## config.mk

```make
export PLATFORM = sky130hd
export DESIGN_NAME = serial_adder
export DESIGN_NICKNAME = d
export VERILOG_FILES = /design/src/rtl/serial_adder_pkg.sv /design/src/rtl/serial_adder_fa_cell.sv /design/src/rtl/serial_adder.sv
export SDC_FILE = /design/constraint.sdc
export NUM_CORES = 1
export LEC_CHECK = 0
export ABC_AREA = 1
export BUFFER_PORTS_ARGS = -buffer_cell sky130_fd_sc_hd__buf_2
export CORE_MARGIN = 5
export CORE_UTILIZATION = 57
export DETAILED_ROUTE_END_ITERATION = 16
export GPL_TIMING_DRIVEN = 1
export PLACE_DENSITY = 0.81
export SLEW_MARGIN = 10
export SYNTH_ARGS = -nofsm -noshare
export SYNTH_HDL_FRONTEND = slang
export SYNTH_SLANG_ARGS = --single-unit
```

## constraint.sdc

```tcl
create_clock -name clk -period 2.23 [get_ports clk]
set_input_delay 0.446 -clock clk [delete_from_list [all_inputs] [get_ports clk]]
set_output_delay 0.446 -clock clk [all_outputs]
set_load 0.05 [all_outputs]
```

## src/rtl/serial_adder_pkg.sv

```systemverilog
// Shared types and constants for the bit-serial adder.
// Latency: n/a (declarations only).
// Backpressure: n/a (declarations only).
package serial_adder_pkg;

  // Smallest operand width the shift/count datapath supports.
  localparam int WIDTH_MIN = 2;

  // State encodings, kept explicit so waveforms decode predictably.
  localparam logic [1:0] ENC_IDLE  = 2'd0;
  localparam logic [1:0] ENC_SHIFT = 2'd1;
  localparam logic [1:0] ENC_DONE  = 2'd2;

  typedef enum logic [1:0] {
    IDLE  = ENC_IDLE,
    SHIFT = ENC_SHIFT,
    DONE  = ENC_DONE
  } state_t;

endpackage

```

## src/rtl/serial_adder_fa_cell.sv

```systemverilog
// One-bit full adder cell (module fa_cell) feeding the serial carry loop.
// Latency: purely combinational, zero cycles.
// Backpressure: none; outputs follow inputs every cycle.
module fa_cell (
  input  logic x,
  input  logic y,
  input  logic ci,
  output logic s,
  output logic co
);

  logic p;

  assign p  = x ^ y;
  assign s  = p ^ ci;
  assign co = (p & ci) | (x & y);

endmodule

```

## src/rtl/serial_adder.sv

```systemverilog
// Bit-serial WIDTH-bit adder, LSB first, registered carry; SERIAL_ADDER_OVF_EN adds ovf.
// Latency: done_valid rises WIDTH cycles after the start handshake edge.
// Backpressure: result held in DONE until done_ready; start_ready only in IDLE.
module serial_adder
  import serial_adder_pkg::*;
#(
  parameter int WIDTH = 8
) (
  input  logic             clk,
  input  logic             rst_n,
  input  logic             start_valid,
  output logic             start_ready,
  input  logic [WIDTH-1:0] a,
  input  logic [WIDTH-1:0] b,
  input  logic             cin,
  output logic [WIDTH-1:0] sum,
  output logic             cout,
  output logic             done_valid,
  input  logic             done_ready,
  output logic             busy
`ifdef SERIAL_ADDER_OVF_EN
  ,
  output logic             ovf
`endif
);

  localparam int CNT_W = (WIDTH > 1) ? $clog2(WIDTH) : 1;
  localparam logic [CNT_W-1:0] CNT_LAST = CNT_W'(WIDTH - 1);

  // Reject widths the bit counter and shifters were not built for.
  if (WIDTH < WIDTH_MIN) begin : g_width_check
    $error("serial_adder: WIDTH must be at least %0d", WIDTH_MIN);
  end

  state_t           state_q;
  state_t           state_d;
  logic [WIDTH-1:0] a_sh;
  logic [WIDTH-1:0] b_sh;
  logic [WIDTH-1:0] sum_sh;
  logic             carry;
  logic [CNT_W-1:0] cnt;
  logic             fa_s;
  logic             fa_c;
  logic             last_bit;

  assign last_bit = (cnt == CNT_LAST);

  fa_cell u_fa (
    .x  (a_sh[0]),
    .y  (b_sh[0]),
    .ci (carry),
    .s  (fa_s),
    .co (fa_c)
  );

  // State register; async reset abandons any operation in flight.
  always_ff @(posedge clk or negedge rst_n) begin
    if (!rst_n) begin
      state_q <= IDLE;
    end else begin
      state_q <= state_d;
    end
  end

  // Next-state and handshake decode; start_ready depends on state only.
  always_comb begin
    state_d     = state_q;
    start_ready = 1'b0;
    done_valid  = 1'b0;
    busy        = 1'b0;
    case (state_q)
      IDLE: begin
        start_ready = 1'b1;
        if (start_valid) state_d = SHIFT;
      end
      SHIFT: begin
        busy = 1'b1;
        if (last_bit) state_d = DONE;
      end
      DONE: begin
        busy       = 1'b1;
        done_valid = 1'b1;
        if (done_ready) state_d = IDLE;
      end
      default: state_d = IDLE;
    endcase
  end

  // Operand load on start, then one sum bit per cycle through the cell.
  always_ff @(posedge clk or negedge rst_n) begin
    if (!rst_n) begin
      a_sh   <= '0;
      b_sh   <= '0;
      sum_sh <= '0;
      carry  <= 1'b0;
      cnt    <= '0;
    end else begin
      case (state_q)
        IDLE: begin
          if (start_valid) begin
            a_sh  <= a;
            b_sh  <= b;
            carry <= cin;
            cnt   <= '0;
          end
        end
        SHIFT: begin
          a_sh   <= {1'b0, a_sh[WIDTH-1:1]};
          b_sh   <= {1'b0, b_sh[WIDTH-1:1]};
          sum_sh <= {fa_s, sum_sh[WIDTH-1:1]};
          carry  <= fa_c;
          cnt    <= cnt + CNT_W'(1);
        end
        default: ;
      endcase
    end
  end

  assign sum  = sum_sh;
  assign cout = carry;

`ifdef SERIAL_ADDER_OVF_EN
  logic ovf_r;

  // Signed overflow: carry into the MSB differs from carry out of it.
  always_ff @(posedge clk or negedge rst_n) begin
    if (!rst_n) begin
      ovf_r <= 1'b0;
    end else if (state_q == SHIFT && last_bit) begin
      ovf_r <= carry ^ fa_c;
    end
  end

  assign ovf = ovf_r;
`endif

endmodule

```

==> impl_metrics.yaml, run 1 <==
routing:
  drt_wl_total_mm: 3.01
  ant_nets: 0
  drc: 0
  drtIter0Drc: 52
  drt-pass1-iter-count: 4
  wl_per_cell_um: 11.7
  vias_per_cell: 5.04
  vias: 1300
timing:
  relSlewSlack: 0.540
  finalHoldViolCount: 0
  skew_ns: 0.00959
  fmax_ghz: 0.551
  fin_crit_sh: 0.814
  tightest_slew_ns: 0.689
  slew_viol_final: 0
  fin_crit_ns: 1.81
  setup_tns_ns: 0
  setup_viol: 0
  rsz0062_at_grt: "no"
logic_synthesis:
  syn-num-nets: 223
  syn_area_um2: 1530
  syn_area_per_cell_um2: 7.85
  ys_warn_count: 0
  synth_cells: 195
  synth_cell_types: 12
  ys_seq_area_frac: 0.491
  ys_ff_latch: 30
global_routing:
  grt_overflow: 0
  grt_pass1_wl_mm: 5.13
  track_usage: 0.180
  grt_pass1_vias: 1251
  grt_max_degree: 31
  antenna_found_initial: 0
die:
  placementRows: 18
  io_pins: 33
  die_area_um2: 3820
  initial_core_util: 0.607
  die_h_um: 61.8
  die_width_um: 61.8
  core_area_um2: 2520
critical_path:
  required_ns: 1.78
  critPathKind: "reg2out"
  worst-path-stages: 3
  crit_buf_inv: 2
  slowest_delay_ns: 0.43
  worstReg2RegEnd: "a_sh[1]$_DFFE_PN0P_"
  critical_path.top_delay_family: "flip-flops"
  critical_path_arrival_ns: 1.37
  r2r_start: "state_q[0]$_DFFE_PN0P_"
  cp_cell_sequence: "inv_1 -> ha_1 -> buf_2"
  worst_setup_path_start_kind: "flip-flop"
  r2r_cells: 6
  ff2ff_setup_slack_ns: 0.60
  end_kind: "output port"
  crit_path_top_delay_cell: "dfrtp_1"
  worstPathMaxFanout: 5
run:
  maxCapViolCount: 0
place:
  place.gp.congestion: 0.779
  dpl.hpwl_mm: 2.13
  port_buffers: 32
clock_network:
  holdBufCountCts: 0
  cts_buffers: 5
  post_cts_buffers: 0
  cts_max_level: 2
  clk_latency_ns: 0.33
  clock_path_buffers: 2
  cts_tree: "built"
  clock_sinks: 30
  root_buffer: "clkbuf_4"
  cts-resized-gates: 0
  cts.clk_slew.worst_paths_ns: 0.10
finish:
  drive_above_1_share: 0.193
  num-fill-cells: 227
  final_util: 0.688
  syn_to_final_growth_pct: 13.5
  antenna_cells: 0
  fin_nets: 255
worst_hold_path:
  worstHoldPathType: "in2async"
run_status:
  status: "completed"
power:
  p_per_area_nw_per_um2: 1510
  p_leak_nw: 1.05
  peakVddDrop_v: 0.00104
[kinds of logic after synthesis]
group / Yosys count / share of synthesized area
fa+ha+maj: 7 / 0.0621
compound gates: 3 / 0.00981
buf+inv: 18 / 0.0679
simple gates: 137 / 0.370
flops: 30 / 0.491
[registers in the layout, summed over array words and instances, names as in the netlist]
signal and flops:
b_sh 8, cnt 3, sum 8, state_q 2, cout 1, a_sh 8
[cell usage after synthesis (all sizes together)]
cell type,count,share of area
o21ai,3,0.0098
nand2,110,0.28
nand4,2,0.0082
dfrtp,30,0.49
nand3,25,0.082
ha,6,0.049
buf,10,0.048
fa,1,0.013
inv,8,0.020
[power by group]
part | switching (W) | internal, W | total, W | leakage, nW
clock | 0.000187 | 0.000153 | 0.000339 | 0.0353
combinational | 0.000962 | 0.000387 | 0.00135 | 0.628
sequential | 0.000149 | 0.000788 | 0.000937 | 0.383
[routing by layer]
| metal | vias to the layer above | global-route usage | routed length, µm |
|---|---|---|---|
| met5 | - | 0 | 0 |
| met4 | 0 | 0.0667 | 0 |
| met3 | 0 | 0.0640 | 154 |
| met2 | 24 | 0.287 | 1510 |
| met1 | 605 | 0.227 | 1340 |
| li1 | 671 | - | - |
[worst max path at each step]
stage,slack [ns],end,from
2_1_floorplan,0.55,cnt[0]$_DFFE_PN0P_,state_q[0]$_DFFE_PN0P_
3_3_place_gp,0.70,a_sh[7]$_DFFE_PN0P_,state_q[0]$_DFFE_PN0P_
3_5_place_dp,0.61,b_sh[7]$_DFFE_PN0P_,state_q[0]$_DFFE_PN0P_
4_1_cts,0.39,start_ready,state_q[0]$_DFFE_PN0P_
5_1_grt,0.32,start_ready,state_q[0]$_DFFE_PN0P_
6_report,0.42,start_ready,state_q[0]$_DFFE_PN0P_
[worst register-to-register path, delay by kind of cell, from the launching register on]
kind | cells | cell delay [ns]
and+or+nand+nor | 3 | 0.56
DFF | 1 | 0.41
buffers and inverters | 2 | 0.34
adders and majority gates | 1 | 0.25
[area by class of cell]
type                    count  area [µm²]  area share
multi-input cells         147         676       0.389
flip-flops and latches     30         751       0.432
repair buffers             35         183       0.105
well taps                  30        37.5      0.0216
clock buffers               7        55.1      0.0317
inverters                   8        30.0      0.0173
clock inverters             1        5.00     0.00288
[per-stage QoR]
stage               hold WS, ns  area (µm²)  power (W)  std cells  setup slack, ns
floorplan                 0.150        1530    0.00207        195            0.552
global placement          0.457        1680    0.00225        250            0.702
detailed placement        0.473        1680    0.00231        250            0.610
CTS                       0.149        1740    0.00266        258            0.389
global route              0.168        1740    0.00287        258            0.322
finish                    0.134        1740    0.00263        258            0.415
[placed cells by master (no fill, tap or decap), drive strengths merged]
cell	synthesis	layout
nand3	25	25
buf	10	35
fa	1	1
dfrtp	30	30
clkinv	0	1
inv	8	8
nand4	2	2
nand2	110	110
o21ai	3	3
clkbuf	0	7
ha	6	6
Power figures use the tool's default switching activity.
==> run 2, diff against run 1 <==
--- a/config.mk
+++ b/config.mk
@@ -5,13 +5,13 @@
 export SDC_FILE = /design/constraint.sdc
 export NUM_CORES = 1
 export LEC_CHECK = 0
-export ABC_AREA = 1
+export ABC_AREA = 0
 export BUFFER_PORTS_ARGS = -buffer_cell sky130_fd_sc_hd__buf_2
 export CORE_MARGIN = 5
-export CORE_UTILIZATION = 57
+export CORE_UTILIZATION = 52
 export DETAILED_ROUTE_END_ITERATION = 16
 export GPL_TIMING_DRIVEN = 1
-export PLACE_DENSITY = 0.81
+export PLACE_DENSITY = 0.75
 export SLEW_MARGIN = 10
 export SYNTH_ARGS = -nofsm -noshare
 export SYNTH_HDL_FRONTEND = slang
==> constraint.sdc (replaced) <==
create_clock -name clk -period 1.8 [get_ports clk]
set_input_delay 0.36 -clock clk [delete_from_list [all_inputs] [get_ports clk]]
set_output_delay 0.36 -clock clk [all_outputs]
set_load 0.05 [all_outputs]
==> run 2 against run 1 <==
Effect of this change:
- register-to-register slack worse by 0.39 ns
- worst setup slack worse by 0.33 ns
- synthesized cell count is 39% lower
- critical endpoint unchanged
- sequential share of layout area is 1.7 points higher
==> impl_metrics.yaml, run 2 <==
run_status:
  status: "completed"
die:
  initial_core_util: 0.531
  die_width_um: 62.4
  placementRows: 19
  die_area_um2: 3890
  io_pins: 33
  core_area_um2: 2690
  die_h_um: 62.4
logic_synthesis:
  ys_warn_count: 0
  synth.top_cell.area_share: 0.527
  synth-edff-count: 0
  ys.flop_type: "dfrtp_1"
  syn-num-nets: 146
  synthTopCellsByCount: "dfrtp_1 (30), nand2_1 (17), mux2i_1 (15)"
  ys_ff_latch: 30
  synth_cells: 118
  synth_most_common_cell: "dfrtp_1"
  syn_area_per_cell_um2: 12.1
  ys_seq_area_frac: 0.527
  synth_area_leaders: "dfrtp_1 (53%), mux2i_1 (11%), mux2_2 (7.9%)"
  syn_area_um2: 1430
  async_reset_ff_frac: 1.00
  yosys.area.top_type: "dfrtp_1"
  synth_cell_types: 18
clock_network:
  clk_latency_ns: 0.33
  cts_tree: "built"
  clock_path_buffers: 2
  cts_buffers: 5
  cts_max_level: 2
  cts.clk_slew.worst_paths_ns: 0.10
  clock_sinks: 30
  root_buffer: "clkbuf_4"
power:
  seq_power_share: 0.340
  switching_share: 0.452
  power_frac_clock: 0.121
  p_leak_nw: 0.813
  p_comb_frac: 0.539
  power.switching_w: 0.00158
  intPower_w: 0.00191
  p_per_area_nw_per_um2: 2090
  peakVddDrop_v: 0.00136
finish:
  final_area_um2: 1670
  fin_nets: 182
  mostFrequentLayoutCells: "dfrtp_1 (30), buf_2 (30), nand2_1 (17)"
  drive_above_1_share: 0.355
  num-fill-cells: 224
  fin_cells: 186
  antenna_cells: 0
  multi_input_area_um2: 597
  syn_to_final_growth_pct: 17.1
  final_util: 0.621
  register_area_um2: 751
timing:
  fin_crit_sh: 0.954
  relSlewSlack: 0.582
  skew_ns: 0.0106
  holdWs_ns: 0.0341
  finalHoldViolCount: 0
  setup_viol: 0
  rsz0062_at_grt: "no"
  setup_tns_ns: 0
  fmax_ghz: 0.582
  tightest_slew_ns: 0.627
  fin_crit_ns: 1.72
  slew_viol_final: 0
global_routing:
  antenna_found_initial: 0
  track_usage: 0.134
  grt_max_degree: 34
  grt_overflow: 0
  grt_pass1_vias: 975
  grt_pass1_wl_mm: 4.19
routing:
  drc: 0
  drtIter0Drc: 18
  ant_nets: 0
  vias: 959
  drt-pass1-iter-count: 4
  wl_per_cell_um: 12.9
  drt_wl_total_mm: 2.40
  vias_per_cell: 5.16
critical_path:
  end_kind: "output port"
  slowest_delay_ns: 0.43
  crit_path_top_delay_cell: "dfrtp_1"
  cp_cell_sequence: "inv_1 -> ha_2 -> buf_4"
  worstPathMaxFanout: 8
  critPathKind: "reg2out"
  critical_path.top_delay_family: "flip-flops"
  critical_path_arrival_ns: 1.36
  crit_buf_inv: 2
  worst_setup_path_start_kind: "flip-flop"
  required_ns: 1.44
place:
  place_area_um2: 1600
  dp_cells: 178
  place.gp.congestion: 0.839
  dpl.hpwl_mm: 1.78
  port_buffers: 32
run:
  maxCapViolCount: 0
worst_hold_path:
  worstHoldPathType: "in2async"
[run 2: path summary, 6_finish.rpt]
path                                         from                   to  slack, ns  depth (start not counted)
setup / recovery           state_q[0]$_DFFE_PN0P_          start_ready       0.08                          3
hold / removal                              rst_n  a_sh[7]$_DFFE_PN0P_       0.03                          1
setup reg to reg           state_q[1]$_DFFE_PN0P_   cnt[1]$_DFFE_PN0P_       0.21                          6
hold reg to reg               a_sh[6]$_DFFE_PN0P_  a_sh[6]$_DFFE_PN0P_       0.49                          2
max in group asynchronous                   rst_n  b_sh[5]$_DFFE_PN0P_       1.35                          1
min in group clk                             a[0]  a_sh[0]$_DFFE_PN0P_       0.31                          3
[run 2: power by group through the flow]
stage	Combinational, W	Clock (W)	Sequential [W]
detailed placement	0.00189	0	0.00121
floorplan	0.00125	0	0.00152
CTS	0.00189	0.000432	0.00119
global placement	0.00184	0	0.00118
global route	0.00205	0.000460	0.00124
finish	0.00188	0.000423	0.00119
[run 2: worst reg2reg max path, cell delays in order, from the launching register on]
cell and delay, ns:
dfrtp_1 0.41, inv_1 0.11, ha_1 0.20, buf_4 0.25, mux2i_2 0.13, buf_12 0.18, a32o_1 0.20
[run 2: cell families after synthesis]
group / count (synthesis) / share of synthesized area
flip-flops: 30 / 0.527
adder cells (fa/ha/maj): 7 / 0.0667
multiplexers: 26 / 0.194
buffers and inverters: 12 / 0.0562
AND/OR/NAND/NOR: 20 / 0.0562
AO/OA/AOI/OAI: 23 / 0.100
[run 2: repair_timing]
item	in CTS	in global routing
hold buffers	0	0
setup buffers	0	0
gates resized for setup	0	3
setup endpoints to repair	0	2
[run 2: metal layers]
layer  routed length [µm]  global-route usage  vias to the layer above
li1                     -                   -                      481
met3                  125              0.0450                        6
met4                   53              0.0822                        0
met1                 1090               0.159                      453
met2                 1140               0.210                       19
met5                    0                   0                        -
[run 2: final cells by class]
class / instances / area share
Clock buffer: 7 / 0.0330
Timing Repair Buffer: 35 / 0.120
Clock inverter: 1 / 0.00300
Sequential cell: 30 / 0.450
Multi-Input combinational cell: 76 / 0.358
Inverter: 6 / 0.0135
Tap cell: 31 / 0.0232
[run 2: per-stage QoR]
stage	setup WS [ns]	total power (W)
floorplan	0.0968	0.00277
global placement	0.277	0.00303
detailed placement	0.225	0.00309
CTS	0.00538	0.00351
global route	0.00255	0.00375
finish	0.0828	0.00349
